===== config.mk =====
export PLATFORM = sky130hd
export DESIGN_NAME = fp_sub_seq
export DESIGN_NICKNAME = d
export VERILOG_FILES = /design/src/rtl/fp_sub_seq.sv
export SDC_FILE = /design/constraint.sdc
export NUM_CORES = 1
export LEC_CHECK = 0
export CORE_MARGIN = 5
export CORE_UTILIZATION = 50
export DETAILED_ROUTE_END_ITERATION = 16
export GPL_TIMING_DRIVEN = 0
export PLACE_DENSITY = 0.7
export SETUP_SLACK_MARGIN = 0.2
export SLEW_MARGIN = 25
export SYNTH_ARGS = -nofsm -noshare
export SYNTH_HDL_FRONTEND = slang
export SYNTH_SLANG_ARGS = --single-unit

===== constraint.sdc =====
create_clock -name clk -period 7.5 [get_ports clk]
set_input_delay 0.75 -clock clk [delete_from_list [all_inputs] [get_ports clk]]
set_output_delay 0.75 -clock clk [all_outputs]
set_load 0.005 [all_outputs]

===== src/rtl/fp_sub_seq.sv =====
// Multi-cycle IEEE-754 single-precision subtractor (opa - opb).
// One operation at a time: operands are captured on an accepted start,
// walked through swap/align/add/normalize/round, and the packed result
// is presented with a one-cycle done pulse. Alignment and normalization
// move one bit per cycle, so latency depends on the operands.
module fp_sub_seq (
  input  logic        clk,
  input  logic        rst,
  input  logic        start,
  input  logic [31:0] opa,
  input  logic [31:0] opb,
  output logic [31:0] result,
  output logic        busy,
  output logic        done
);

  typedef enum logic [2:0] {IDLE, SWAP, ALIGN, ADD, NORM, ROUND, DONE} state_t;

  state_t      state_q, state_d;
  logic [31:0] a_q, a_d;          // minuend as captured
  logic [31:0] b_q, b_d;          // subtrahend with its sign already flipped
  logic        sign_q, sign_d;    // sign of the larger-magnitude operand
  logic        sub_q, sub_d;      // effective operation is a subtraction
  logic [7:0]  exp_q, exp_d;      // working exponent
  logic [7:0]  exp_dif_q, exp_dif_d;
  logic [26:0] lg_mant_q, lg_mant_d;
  logic [26:0] sm_mant_q, sm_mant_d;
  logic [27:0] sum_q, sum_d;
  logic [31:0] result_q, result_d;
  logic        busy_q, busy_d;
  logic        done_q, done_d;

  // Magnitude ordering: exponent first, then fraction; a full tie keeps opa large.
  logic        a_big;
  logic        lg_sign;
  logic [7:0]  lg_exp, sm_exp;
  logic [22:0] lg_frac, sm_frac;

  assign a_big   = (a_q[30:23] > b_q[30:23]) ||
                   ((a_q[30:23] == b_q[30:23]) && (a_q[22:0] >= b_q[22:0]));
  assign lg_sign = a_big ? a_q[31]    : b_q[31];
  assign lg_exp  = a_big ? a_q[30:23] : b_q[30:23];
  assign lg_frac = a_big ? a_q[22:0]  : b_q[22:0];
  assign sm_exp  = a_big ? b_q[30:23] : a_q[30:23];
  assign sm_frac = a_big ? b_q[22:0]  : a_q[22:0];

  // Round-to-nearest-even on the guard/round/sticky bits, then pack.
  // mant is the normalized 27-bit value with the hidden one at bit 26.
  function automatic logic [31:0] round_pack(input logic sign, input logic [7:0] exp,
                                             input logic [26:0] mant);
    logic        inc;
    logic [24:0] m;
    logic [7:0]  e;
    inc = (mant[2:0] > 3'b100) || ((mant[2:0] == 3'b100) && mant[3]);
    m   = {1'b0, mant[26:3]} + {24'd0, inc};
    e   = m[24] ? (exp + 8'd1) : exp;
    return {sign, e, (m[24] ? 23'd0 : m[22:0])};
  endfunction

  // Next-state and datapath update for every step of the operation.
  always_comb begin
    state_d   = state_q;
    a_d       = a_q;
    b_d       = b_q;
    sign_d    = sign_q;
    sub_d     = sub_q;
    exp_d     = exp_q;
    exp_dif_d = exp_dif_q;
    lg_mant_d = lg_mant_q;
    sm_mant_d = sm_mant_q;
    sum_d     = sum_q;
    result_d  = result_q;

    case (state_q)
      IDLE, DONE: begin
        if (start) begin
          a_d     = opa;
          b_d     = {~opb[31], opb[30:0]};
          state_d = SWAP;
        end else begin
          state_d = IDLE;
        end
      end
      // ---- swap: order operands, build guarded mantissas ----
      SWAP: begin
        sign_d    = lg_sign;
        sub_d     = a_q[31] ^ b_q[31];
        exp_d     = lg_exp;
        exp_dif_d = lg_exp - sm_exp;
        lg_mant_d = {1'b1, lg_frac, 3'b000};
        sm_mant_d = {1'b1, sm_frac, 3'b000};
        state_d   = (lg_exp == sm_exp) ? ADD : ALIGN;
      end
      // ---- align: one bit per cycle, shifted-out bits kept as sticky ----
      ALIGN: begin
        if (exp_dif_q > 8'd26) begin
          sm_mant_d = 27'd1;
          exp_dif_d = 8'd0;
          state_d   = ADD;
        end else begin
          sm_mant_d = {1'b0, sm_mant_q[26:2], sm_mant_q[1] | sm_mant_q[0]};
          exp_dif_d = exp_dif_q - 8'd1;
          if (exp_dif_q == 8'd1) state_d = ADD;
        end
      end
      // ---- add: large +/- small, never negative ----
      ADD: begin
        sum_d   = sub_q ? ({1'b0, lg_mant_q} - {1'b0, sm_mant_q})
                        : ({1'b0, lg_mant_q} + {1'b0, sm_mant_q});
        state_d = NORM;
      end
      // ---- normalize: carry out, exact zero, or left shift toward bit 26 ----
      NORM: begin
        if (sum_q[27]) begin
          sum_d   = {1'b0, sum_q[27:2], sum_q[1] | sum_q[0]};
          exp_d   = exp_q + 8'd1;
          state_d = ROUND;
        end else if (sum_q == 28'd0) begin
          result_d = 32'h0000_0000;
          state_d  = DONE;
        end else if (sum_q[26]) begin
          state_d = ROUND;
        end else begin
          sum_d = {sum_q[26:0], 1'b0};
          exp_d = exp_q - 8'd1;
        end
      end
      // ---- round: RNE and pack into the result register ----
      ROUND: begin
        result_d = round_pack(sign_q, exp_q, sum_q[26:0]);
        state_d  = DONE;
      end
      default: state_d = IDLE;
    endcase
  end

  // Status outputs are registered from the state being entered.
  always_comb begin
    busy_d = (state_d != IDLE) && (state_d != DONE);
    done_d = (state_d == DONE);
  end

  // All state, including the datapath, clears on reset.
  always_ff @(posedge clk or posedge rst) begin
    if (rst) begin
      state_q   <= IDLE;
      a_q       <= 32'd0;
      b_q       <= 32'd0;
      sign_q    <= 1'b0;
      sub_q     <= 1'b0;
      exp_q     <= 8'd0;
      exp_dif_q <= 8'd0;
      lg_mant_q <= 27'd0;
      sm_mant_q <= 27'd0;
      sum_q     <= 28'd0;
      result_q  <= 32'd0;
      busy_q    <= 1'b0;
      done_q    <= 1'b0;
    end else begin
      state_q   <= state_d;
      a_q       <= a_d;
      b_q       <= b_d;
      sign_q    <= sign_d;
      sub_q     <= sub_d;
      exp_q     <= exp_d;
      exp_dif_q <= exp_dif_d;
      lg_mant_q <= lg_mant_d;
      sm_mant_q <= sm_mant_d;
      sum_q     <= sum_d;
      result_q  <= result_d;
      busy_q    <= busy_d;
      done_q    <= done_d;
    end
  end

  assign result = result_q;
  assign busy   = busy_q;
  assign done   = done_q;

endmodule


==> run_results.csv <==
group,metric,value,unit
detailed_routing,post-route-drc-count,0,
flow_run,maxCapViolations,0,
critical_path,worstSetupEndpointType,"register",
detailed_routing,ant_nets,0,
yosys,mappedNetlistArea,12900,sq um
placed_design,number_of_port_buffers,100,
yosys,syn-num-nets,1661,
yosys,async_flop_share,1.00,
worst_hold_path,hold_path.class,"reg2reg",
worst_hold_path,holdCritStartpoint,"result[26]",
timing,timing.max_slew.rel_slack,0.444,
clocking,ctsResizeCount,0,
die,std_cell_rows,58,
global_routing,maximum_number_of_pins_on_one_net_before_global_route_repair,94,
critical_path,start_kind,"register",
critical_path,rr_endpoint,"exp_dif_q[6]",
critical_path,worst_path_max_delay_cell,"sky130_fd_sc_hd__or4_4",
clocking,postCtsSetupBuffers,0,
clocking,postCtsHoldBufs,0,
final_layout,final-instance-count-excl-fill,1971,
clocking,cts_inserted_buffers,17,
final_layout,drive_above_1_share,0.0597,
yosys,ys_warn_count,0,
final_layout,n_antenna_cell,0,
timing,max_clock_freq,226,MHz
timing,rsz_0062_raised_after_global_routing,"false",
detailed_routing,drt_pass1_iterations,7,
global_routing,gr-total-overflow,0,
global_routing,global_route.usage.total,0.252,
final_layout,num-nets-final,1783,
final_layout,mostFrequentLayoutCell,"sky130_fd_sc_hd__dfrtp_1",
critical_path,startpoint,"b_q[28]",
clocking,clock_tree.buffer_depth,2,
placed_design,place_ws,3180,ps
timing,finalMaxSlewViolations,0,
clocking,h-tree-depth,4,
worst_hold_path,worstHoldEndpoint,"result[26]",
global_routing,grt_pass1_vias,11100,
final_layout,most_frequent_cells_in_the_layout,"198 x sky130_fd_sc_hd__dfrtp_1, 173 x sky130_fd_sc_hd__nand2_1, 149 x sky130_fd_sc_hd__o21ai_0",
yosys,post_synthesis_sequential_element_count,198,
timing,period_minus_slack,4420,ps
detailed_routing,dr_total_vias,11400,
detailed_routing,detailedRoute.firstIterationViolations,821,
critical_path,arrival_worst_endpoint,4740,ps
yosys,synth-main-ff-cell,"sky130_fd_sc_hd__dfrtp_1",
placed_design,gpl.final_weighted_congestion,0.898,
critical_path,critical_path_peak_fanout,10,
critical_path,cp_required,7830,ps
clocking,cts_tree,"built",
yosys,syn_avg_cell_area,8.55,sq um
clocking,clk_latency,440,ps
placed_design,dpl-instance-area,14400,sq um
die,start_util,0.510,
pwr,power.static_leakage,0.00639,uW
yosys,synth-seq-area-share,0.385,
final_layout,finished_layout_cell_area,15000,sq um
die,floorplan.die.width,170,um
detailed_routing,drt_wl_total,36.2,mm
run_status,run_status,"completed",
critical_path,crit_type,"reg2reg",
yosys,edff_count_synth,0,
detailed_routing,avgViaCountPerCell,5.76,
die,die_area,29100,sq um
critical_path,reg2reg_from,"b_q[28]",
clocking,clock_sinks,198,
critical_path,reg2reg_depth,15,
yosys,syn_inst,1506,
timing,postLayoutSetupSlackWorst,3080,ps
die,placeableCoreArea,25300,sq um
critical_path,timing.critical_path.cells,"inv_1, ha_1, nand2_1, or4_4, a211oi_4, o2111ai_4, nand3_4, buf_2, buf_2, a21oi_1, ha_1, a221oi_2, and3_1, nor3_1, o22a_1",
timing,worst_pin_slew,827,ps
clocking,cts.clk_slew.worst_paths,80,ps
timing,finalCritPeriodShare,0.589,
critical_path,ff2ff_setup_slack,3080,ps
pwr,power.density_cell_area,521,nW/um^2
timing,setup-violations-final,0,
detailed_routing,per_cell_routed_wire_length,18.4,um
pwr,max-vdd-ir-drop,0.000299,V
timing,clock-skew-final,15.5,ps
yosys,ys_types,75,
clocking,cts-root-buf,"sky130_fd_sc_hd__clkbuf_16",
placed_design,dp_cells,1939,
placed_design,place_hpwl,28.0,mm
final_layout,synthesis_to_finish_area_growth,16.4,%
global_routing,global_route_wire_length_before_repair,58.6,mm
die,chipHeight,170,um
timing,finalHoldViolCount,0,
die,pin_count,101,
pwr,p_total,7800,uW
critical_path,worst_path_largest_cell_delay,630,ps
global_routing,antenna_found_initial,0,
worst_hold_path,min_delay_path_depth,2,
==> metrics by stage <==
step	setup TNS (ps)	hold slack [ps]	util
6_report	0	479	0.593
4_1_cts	0	488	0.593
2_1_floorplan	0	450	-
3_3_place_gp	-250140	461	0.566
5_1_grt	0	508	0.593
3_5_place_dp	0	470	0.569
==> routing by layer <==
metal	GRT usage	wire [um]	vias to the layer above
met5	0	0	-
met4	0.0736	757	0
met3	0.0404	2000	51
met2	0.401	16500	330
met1	0.357	16900	5392
li1	-	-	5577
==> cells by family after synthesis <==
group / synth area share
fa+ha+maj: 0.0861
buf+inv: 0.0571
mux: 0.0584
simple gates: 0.156
compound gates: 0.215
flops: 0.385
xor+xnor: 0.0422
==> state kept, by name, indices dropped and copies added, names as in the netlist <==
name	flops
busy	1
sm_mant_q	27
a_q	32
lg_mant_q	24
exp_dif_q	8
exp_q	8
state_q	3
done	1
sum_q	28
sign_q	1
sub_q	1
b_q	32
result	32
==> final cells by class <==
type,instances,area [sq um]
multi-input combinational,1116,7190
inverter,95,364
timing repair buffer,103,1060
sequential,198,4950
tap,330,413
buffer,97,378
clock buffer,18,439
clock inverter,14,179
fill,2341,10300
==> critical path: cells and delay by family (launching register included) <==
family / cells / cell delay [ps]
fa+ha+maj: 2 / 670
flops: 1 / 450
compound gates: 5 / 1140
buf+inv: 3 / 720
simple gates: 5 / 1320
==> report_power, final <==
| group | total (uW) | internal, uW | switching [uW] |
|---|---|---|---|
| Sequential | 1970 | 1550 | 418 |
| Clock | 970 | 491 | 479 |
| Combinational | 4860 | 1920 | 2940 |
| Total | 7800 | 3960 | 3840 |
==> worst max-delay path by stage <==
stage	end	slack [ps]	cells after the start
3_3_place_gp	a_q[29]	-1280	2
5_1_grt	exp_dif_q[6]	2910	15
2_1_floorplan	a_q[0]	1350	1
6_report	exp_dif_q[6]	3080	15
4_1_cts	exp_dif_q[6]	3130	15
3_5_place_dp	exp_dif_q[6]	3180	15
==> Yosys cell counts, types with 8 or more instances <==
cell,number,share of area
sky130_fd_sc_hd__dfrtp_1,198,0.38
sky130_fd_sc_hd__nor3b_1,9,0.0052
sky130_fd_sc_hd__nand2b_1,10,0.0049
sky130_fd_sc_hd__o21ai_0,149,0.058
sky130_fd_sc_hd__a21oi_1,145,0.056
sky130_fd_sc_hd__o22ai_1,30,0.015
sky130_fd_sc_hd__clkbuf_1,82,0.024
sky130_fd_sc_hd__nand2_1,173,0.050
sky130_fd_sc_hd__and3_1,9,0.0044
sky130_fd_sc_hd__mux2i_1,38,0.030
sky130_fd_sc_hd__buf_2,10,0.0039
sky130_fd_sc_hd__nor2_1,125,0.036
sky130_fd_sc_hd__nand3_1,25,0.0097
sky130_fd_sc_hd__xor2_1,25,0.017
sky130_fd_sc_hd__nor3_1,22,0.0086
sky130_fd_sc_hd__a31oi_1,10,0.0049
sky130_fd_sc_hd__nor2b_1,13,0.0063
sky130_fd_sc_hd__or3_1,8,0.0039
sky130_fd_sc_hd__nand4_1,11,0.0053
sky130_fd_sc_hd__a22oi_1,10,0.0058
sky130_fd_sc_hd__a222oi_1,10,0.0078
sky130_fd_sc_hd__o211ai_1,10,0.0058
sky130_fd_sc_hd__inv_1,94,0.027
sky130_fd_sc_hd__nor4_1,12,0.0058
sky130_fd_sc_hd__o31ai_1,8,0.0047
sky130_fd_sc_hd__ha_1,87,0.085
sky130_fd_sc_hd__o21bai_1,10,0.0058
sky130_fd_sc_hd__mux2_2,33,0.029
sky130_fd_sc_hd__xnor2_1,37,0.025
(Power assumes the default switching activity.)
==> RTL edit, RTL diff (config.mk and constraints unchanged) <==
Make the reset (`rst`) synchronous in one clocked block.
--- a/src/rtl/fp_sub_seq.sv
+++ b/src/rtl/fp_sub_seq.sv
@@ -141,7 +141,7 @@
   end
 
   // All state, including the datapath, clears on reset.
-  always_ff @(posedge clk or posedge rst) begin
+  always_ff @(posedge clk) begin
     if (rst) begin
       state_q   <= IDLE;
       a_q       <= 32'd0;
Function: differs if rst is asserted again (counterexample within 4 cycles, from zero or initial values and one cycle with rst high); with rst held inactive, the same outputs for 4 cycles.
==> RTL edit against the unedited design <==
Synthesized cell count increased by 11%. Via count grew 8.0%. First-iteration DRC count increased by 19%. Cell area down 1.7%. Sequential cell count stayed put. Highest routed layer unchanged. Sequential share of layout area shrank 6.1 points. Worst setup slack improved by 0.15 ns. Area after synthesis is 1.7% lower. Wire length increased by 2.0%. Global-route usage rose by 0.21 points.
Power is not compared: it rests on default switching activity, and its combinational part moved more than twofold at a synthesized area within 25%.
==> RTL edit: results <==
[pwr]
ir_drop_mv = 0.168
p_sw_frac = 0.436
power_leakage_uw = 0.00576

[cts]
cts_buffers = 17
cts-htree-levels = 4
clockBufferDepth = 2
clkTransAtPathRegs_ns = 0.09
clkLatencyLatePin_ns = 0.44
post_cts_buffers = 0
cts_resized = 0

[placed_design]
dpl.hpwl_um = 29100
port_buffers = 100
gp_congestion = 0.928
placed_area_um2 = 14100

[cells_and_area]
layout.cells.non_filler = 2134
drive_gt1_frac = 0.0338
nNetsFinal = 1946
num_antenna_cells = 0

[grt]
met3_usage = 0.0341
gr-usage-all-layers = 0.254
grt_max_degree = 21
grt_pass1_wl_um = 59300
grtUsageMet1 = 0.349
grt_antenna_before_repair = 0
grt_pass1_vias = 11300
met2_usage = 0.419

[worst_setup_path]
crit_fanout = 10
crit_slowest_cell = "or3_1"
crit_path_max_incr_delay_ns = 0.49
setup.worst_path.end = "exp_dif_q[4]"
crit_family = "compound AO/OA/AOI/OAI gates"
crit_type = "reg2reg"
critPathArrivalTime_ns = 4.61
reg2reg_from = "b_q[29]"
r2r_setup_slack_ns = 3.23

[drt]
vias = 12300
routed_wl_um = 36900
drt_iter0_markers = 977
first_pass_iters = 7

[hold_path]
min_from = "result[22]"
holdPathStages = 2
hold_path.class = "reg2reg"
min_to = "result[22]"

[synth]
muxShareOfSynthArea = 0.0317
ys_types = 74
yosysWarnings = 0
async_flop_share = 0
synth_common_cells = "nand2_1, nor2_1, dfxtp_1"
synth_area_leaders = "dfxtp_1, ha_1, a21oi_1"
synth-compound-area-share = 0.266
yosysSeqAreaShare = 0.313
synth_fa_ha_area_frac = 0.0876
syn_nets = 1827
synthXorXnorAreaFrac = 0.0401
ys.flop_type = "dfxtp_1"
synthCells = 1672

[run_status]
outcome = "finished clean"

[sta]
max_slew_margin = 0.298
skew_ns = 0.0193
RTL edit: cell types whose count changed in the layout (fill, tap and decap cells not counted), moves of 18 or more:
cell and delta:
nand2_1 +32, mux2_2 -32, dfrtp_1 -198, o22ai_1 -21, clkbuf_1 +26, a21o_1 +18, a21oi_1 +34, dfxtp_1 +198
o21ai_0 -79, nor2_1 +74, a22oi_1 +29, a211oi_1 +48, o211ai_1 +18
RTL edit: final cells by class:
cell class / count / area [um^2]
Tap cell: 330 / 413
Multi-Input combinational cell: 1258 / 7850
Timing Repair Buffer: 100 / 1000
Clock inverter: 14 / 201
Sequential cell: 198 / 3960
Clock buffer: 18 / 439
Inverter: 91 / 342
Fill cell: 2394 / 10300
Buffer: 125 / 510
RTL edit: routing by layer:
layer	part of all wire	up-vias
met4	0.023	0
met3	0.057	53
met2	0.46	389
met5	0	-
li1	-	6147
met1	0.46	5667
RTL edit: metrics by stage:
| step | setup slack (ns) | hold WS (ns) | util | total power (uW) |
|---|---|---|---|---|
| final | 3.23 | 0.473 | 0.588 | 4600 |
| after floorplan | 3.87 | 0.432 | - | 2990 |
| after global routing | 2.98 | 0.495 | 0.588 | 4930 |
| after detailed placement | 3.28 | 0.464 | 0.562 | 3590 |
| after global placement | 3.02 | 0.461 | 0.562 | 3560 |
| after CTS | 3.25 | 0.475 | 0.588 | 4590 |
RTL edit: power by group through the flow:
| stage | Sequential, uW | Clock [uW] | Combinational, uW |
|---|---|---|---|
| after floorplan | 1340 | 0 | 1660 |
| after global placement | 1380 | 0 | 2180 |
| after detailed placement | 1390 | 0 | 2200 |
| after CTS | 1370 | 1010 | 2210 |
| after global routing | 1390 | 1050 | 2490 |
| final | 1370 | 998 | 2240 |
